### src/rtl/cc_branch_unit_pkg.sv
`default_nettype none
// ============================================================================
// Package     : slc3_cc_pkg
// Description : Condition-code type, one-hot CC constants and NZP derivation.
// Revision    : 1.0
// ============================================================================
package slc3_cc_pkg;

    typedef logic [2:0] cc_t;

    localparam cc_t CC_N     = 3'b100;
    localparam cc_t CC_Z     = 3'b010;
    localparam cc_t CC_P     = 3'b001;
    localparam cc_t CC_RESET = CC_Z;

    // Caller supplies its own sign bit and zero test, so any bus width works.
    function automatic cc_t nzp_of(input logic sign, input logic zero);
        if (zero)
            return CC_Z;
        else if (sign)
            return CC_N;
        else
            return CC_P;
    endfunction

endpackage
`default_nettype wire

### src/rtl/cc_branch_unit_stack.sv
`default_nettype none
// ============================================================================
// Module      : cc_stack
// Description : Small LIFO of saved condition codes with occupancy flags.
// Revision    : 1.0
// ============================================================================
module cc_stack
    import slc3_cc_pkg::*;
#(
    parameter  int DEPTH = 4,
    localparam int CNT_W = $clog2(DEPTH + 1)
) (
    input  logic             Clk,
    input  logic             Reset,
    input  logic             push,
    input  logic             pop,
    input  cc_t              din,
    output cc_t              dout,
    output logic [CNT_W-1:0] count,
    output logic             full,
    output logic             empty,
    output logic             err_pulse
);

    localparam int               IDX_W    = (DEPTH > 1) ? $clog2(DEPTH) : 1;
    localparam logic [CNT_W-1:0] FULL_CNT = CNT_W'(DEPTH);

    cc_t              mem [DEPTH];
    logic [IDX_W-1:0] top_idx;
    logic [IDX_W-1:0] wr_idx;
    logic             do_push;
    logic             do_pop;

    assign full    = (count == FULL_CNT);
    assign empty   = (count == '0);
    assign do_push = push && !pop && !full;
    assign do_pop  = pop && !push && !empty;

    // A simultaneous push and pop is treated as a conflict, not a swap.
    assign err_pulse = (push && pop) || (push && !pop && full) || (pop && !push && empty);

    assign wr_idx  = IDX_W'(count);
    assign top_idx = IDX_W'(count - CNT_W'(1));
    assign dout    = mem[top_idx];

    always_ff @(posedge Clk) begin
        if (Reset)
            count <= '0;
        else if (do_push)
            count <= count + CNT_W'(1);
        else if (do_pop)
            count <= count - CNT_W'(1);
    end

    always_ff @(posedge Clk) begin
        if (!Reset && do_push)
            mem[wr_idx] <= din;
    end

endmodule
`default_nettype wire

### src/rtl/cc_branch_unit.sv
`default_nettype none
// ============================================================================
// Module      : cc_branch_unit
// Description : SLC3 condition-code register, branch enable and saved-CC stack.
// Revision    : 1.0
// ============================================================================
module cc_branch_unit
    import slc3_cc_pkg::*;
#(
    parameter  int DATA_WIDTH  = 16,
    parameter  int STACK_DEPTH = 4,
    localparam int CNT_W       = $clog2(STACK_DEPTH + 1)
) (
    input  logic                  Clk,
    input  logic                  Reset,
    input  logic [DATA_WIDTH-1:0] Bus,
    input  logic                  LD_CC,
    input  logic                  LD_BEN,
    input  logic [2:0]            IR_nzp,
    input  logic                  CC_Push,
    input  logic                  CC_Pop,
    input  logic                  Err_Clr,
    output logic [2:0]            CC,
    output logic                  BEN,
    output logic [CNT_W-1:0]      Stack_Count,
    output logic                  Stack_Full,
    output logic                  Stack_Empty,
    output logic                  Stack_Err
);

    cc_t  bus_nzp;
    cc_t  stack_top;
    logic pop_ok;
    logic err_pulse;

    assign bus_nzp = nzp_of(Bus[DATA_WIDTH-1], Bus == '0);
    assign pop_ok  = CC_Pop && !CC_Push && !Stack_Empty;

    cc_stack #(
        .DEPTH (STACK_DEPTH)
    ) u_stack (
        .Clk       (Clk),
        .Reset     (Reset),
        .push      (CC_Push),
        .pop       (CC_Pop),
        .din       (CC),
        .dout      (stack_top),
        .count     (Stack_Count),
        .full      (Stack_Full),
        .empty     (Stack_Empty),
        .err_pulse (err_pulse)
    );

    always_ff @(posedge Clk) begin
        if (Reset) begin
            CC        <= CC_RESET;
            BEN       <= 1'b0;
            Stack_Err <= 1'b0;
        end else begin
            // A restored CC wins over a same-cycle load from the bus.
            if (pop_ok)
                CC <= stack_top;
            else if (LD_CC)
                CC <= bus_nzp;

            if (LD_BEN)
                BEN <= |(IR_nzp & CC);

            if (err_pulse)
                Stack_Err <= 1'b1;
            else if (Err_Clr)
                Stack_Err <= 1'b0;
        end
    end

endmodule
`default_nettype wire

### config.mk
export PLATFORM = sky130hd
export DESIGN_NAME = cc_branch_unit
export DESIGN_NICKNAME = d
export VERILOG_FILES = /design/src/rtl/cc_branch_unit_pkg.sv /design/src/rtl/cc_branch_unit_stack.sv /design/src/rtl/cc_branch_unit.sv
export SDC_FILE = /design/constraint.sdc
export NUM_CORES = 1
export LEC_CHECK = 0
export ABC_AREA = 1
export CORE_MARGIN = 8
export CORE_UTILIZATION = 45
export DETAILED_ROUTE_END_ITERATION = 6
export MAX_ROUTING_LAYER = met4
export PLACE_DENSITY = 0.79
export SETUP_SLACK_MARGIN = 0.3
export SLEW_MARGIN = 15
export SYNTH_ARGS = -nofsm -noshare
export SYNTH_HDL_FRONTEND = slang
export SYNTH_HIERARCHICAL = 1
export SYNTH_SLANG_ARGS = --single-unit
### constraint.sdc
create_clock -name Clk -period 2.04 [get_ports Clk]
set_input_delay 0.204 -clock Clk [delete_from_list [all_inputs] [get_ports Clk]]
set_output_delay 0.204 -clock Clk [all_outputs]
set_load 0.05 [all_outputs]
==> results.py <==
metrics = {
    "sta": {
        "rsz0062_at_grt": "false",
        "tns_ps": 0,
        "setup_slack_ps": 365,
        "slew_headroom": 0.659,
        "final.min_clock_period_ps": 1670,
        "finalSetupViolCount": 0,
        "finClkSkew_ps": 4.12,
        "timing.fmax_ghz": 0.597,
        "final_max_slew_viol_count": 0,
        "period_share": 0.821,
        "max_slew.worst_pin.slew_ps": 510,
        "hold_viol_final": 0,
        "holdWs_ps": 499,
    },
    "setup_path": {
        "crit_type": "reg2out",
        "crit_path_end_kind": "primary output",
        "worstReg2RegEnd": "CC[1]",
        "r2r_slack_ps": 400,
        "critPathMaxFanout": 4,
        "cp-start-kind": "flop",
        "critical_path.startpoint": "u_stack/count[1]",
        "rr_startpoint": "u_stack/count[0]",
        "crit_buf_inv": 2,
        "critical_path.top_delay_family": "adder cells",
        "cpPeakStageDelay_ps": 370,
        "worstPathArrival_ps": 1470,
        "cp.required_ps": 1840,
        "cp.depth": 4,
        "crit_chain": "inv_1 > ha_1 > ha_2 > buf_4",
        "worst_r2r_path_depth": 9,
        "endpoint": "Stack_Empty",
        "crit_path_top_delay_cell": "dfxtp_4",
    },
    "yosys": {
        "ys_ff_latch": 20,
        "synth_nets": 170,
        "synth.distinct_cells": 19,
        "seq_area_frac_synth": 0.474,
        "syn_inst": 138,
        "yosys-top-cells-area": "edfxtp_1 (33%), dfxtp_1 (15%), nor2_1 (9.6%)",
        "yosysTopAreaCellShare": 0.328,
        "yosysTopAreaCell": "edfxtp_1",
        "syn_area_mm2": 0.00110,
        "synth_area_per_cell_um2": 7.96,
        "yosysWarnings": 6,
    },
    "placement": {
        "post-dp-hpwl_mm": 2.19,
        "port_buffers": 35,
        "globalplace.congestion": 0.846,
        "placed_cells": 203,
        "place_ws_ps": 281,
    },
    "routing": {
        "drt_iter0_markers": 52,
        "ant_nets": 0,
        "num_vias": 1000,
        "via_per_inst": 4.83,
        "drc": 0,
        "routed_wl_mm": 2.69,
        "wl_per_cell_um": 13.0,
        "firstDrtPassIters": 4,
    },
    "pwr": {
        "leakage_nw": 0.676,
        "ir_drop_v": 0.000491,
        "p_per_area_mw_per_mm2": 708,
    },
    "global_route": {
        "grt_pass1_wl_mm": 4.65,
        "use_met1": 0.165,
        "antenna_found_initial": 0,
        "met2_usage": 0.230,
        "gr-total-overflow": 0,
        "top_usage_layer": "met2",
        "grt_pass1_vias": 1026,
        "grt_use_total": 0.141,
        "grtUsageMet3": 0.0238,
        "grt_max_degree": 12,
    },
    "clock_tree": {
        "cts_tree": "yes",
        "numCtsBuffers": 3,
        "cts.sinks": 20,
        "post-cts-setup-buffers": 0,
        "ctsHoldBuffers": 0,
        "clk_pin_slew_ps": 110,
        "cts_root_buf": "clkbuf_4",
        "cts_buffer_depth": 2,
        "clk_latency_ps": 290,
        "h-tree-depth": 1,
    },
    "die": {
        "core_mm2": 0.00239,
        "ios": 36,
        "num_rows": 18,
        "initial_core_util": 0.460,
        "die_h_um": 65.4,
        "die_w_um": 65.4,
        "die_area_mm2": 0.00428,
    },
    "cells_and_area": {
        "areaGrowthSynthToFinish_pct": 39.0,
        "fillCellCount": 216,
        "nNetsFinal": 210,
        "diodes": 0,
        "finalNonFillerCells": 207,
        "multi_input_area_um2": 492,
        "regArea_um2": 528,
        "drive_above_1_share": 0.130,
        "finish.utilization": 0.639,
    },
    "flow_run": {
        "cap_violations": 0,
    },
    "worst_hold_path": {
        "hp-class": "in2reg",
    },
    "status": {
        "outcome": "completed",
    },
}
## worst register-to-register path: stages, from the launching register on
cell     delay, ps
dfxtp_4        430
inv_4           80
ha_1           240
ha_2           210
inv_2           70
nand3_4        100
o21ai_0        200
inv_1           70
nand2_1         70
nand3_1         60
## flip-flops by register name, indices dropped and copies added, names as in the netlist
name,flops
Stack_Err,1
BEN,1
u_stack/mem,12
CC,3
u_stack/count,3
## routing by layer
metal | up-vias | share of wire
met5 | - | 0
met4 | 0 | 0.0082
met3 | 2 | 0.059
met2 | 38 | 0.51
met1 | 446 | 0.42
li1 | 514 | -
## how the worst min path moves through the flow
| stage | start | end | slack (ps) | cells past startpoint |
|---|---|---|---|---|
| 6_report | IR_nzp[1] | BEN | 500 | 3 |
| 5_1_grt | IR_nzp[1] | BEN | 500 | 3 |
| 4_1_cts | IR_nzp[1] | BEN | 490 | 3 |
| 3_3_place_gp | Stack_Err | Stack_Err | 480 | 2 |
| 3_5_place_dp | Stack_Err | Stack_Err | 490 | 2 |
| 2_1_floorplan | Reset | CC[0] | 270 | 1 |
## repair_timing
action                                 in CTS  in global routing
resized for setup                           5                  2
endpoints found under the hold margin       0                  0
pin swaps                                   0                  0
setup endpoints to repair                   5                 16
## logic make-up after synthesis
group           count (synthesis)  share of synthesized area
buf+inv                        27                     0.0923
simple gates                   66                      0.263
fa+ha+maj                       6                     0.0683
flops                          20                      0.474
compound gates                 19                      0.103
## layout by cell type (no fill, tap or decap), types with 4 or more instances in the layout
cell / netlist / layout
edfxtp_1: 12 / 12
o21ai_0: 11 / 11
dlygate4sd2_1: 0 / 5
inv_2: 5 / 4
nand3_1: 7 / 7
inv_1: 22 / 22
nand2_2: 4 / 4
ha_1: 6 / 4
nor2_1: 28 / 28
dfxtp_1: 8 / 6
clkdlybuf4s50_1: 0 / 28
nand2_1: 24 / 24
## cells in the mapped netlist
cell	instances
inv_2	5
nand2_2	4
nor2_2	1
a21oi_2	1
nand2_1	24
a21oi_1	1
ha_1	6
o22ai_1	3
nor2_1	28
edfxtp_1	12
nand3_2	1
o21ai_0	11
inv_1	22
o21ai_2	1
o21bai_1	1
nand3_1	7
nand3_4	1
a41oi_1	1
dfxtp_1	8
## stage by stage
stage          area (um2)  power, W
2_1_floorplan        1110  0.000748
5_1_grt              1530   0.00116
3_5_place_dp         1490  0.000897
4_1_cts              1510   0.00108
6_report             1530   0.00108
3_3_place_gp         1490  0.000888
## where the power goes
group	total (W)	internal (W)	leakage, nW	switching [W]
Sequential	0.000488	0.000457	0.177	0.0000313
Clock	0.000189	0.0000760	0.0150	0.000113
Combinational	0.000404	0.000155	0.484	0.000249
## final cells by class
class                      instances  area share
inverter                          27      0.0680
timing repair buffer              35       0.222
multi-input combinational         91       0.322
sequential                        20       0.346
clock buffer                       4      0.0172
tap                               30      0.0246
No activity file was read; power rests on OpenSTA's default activity.
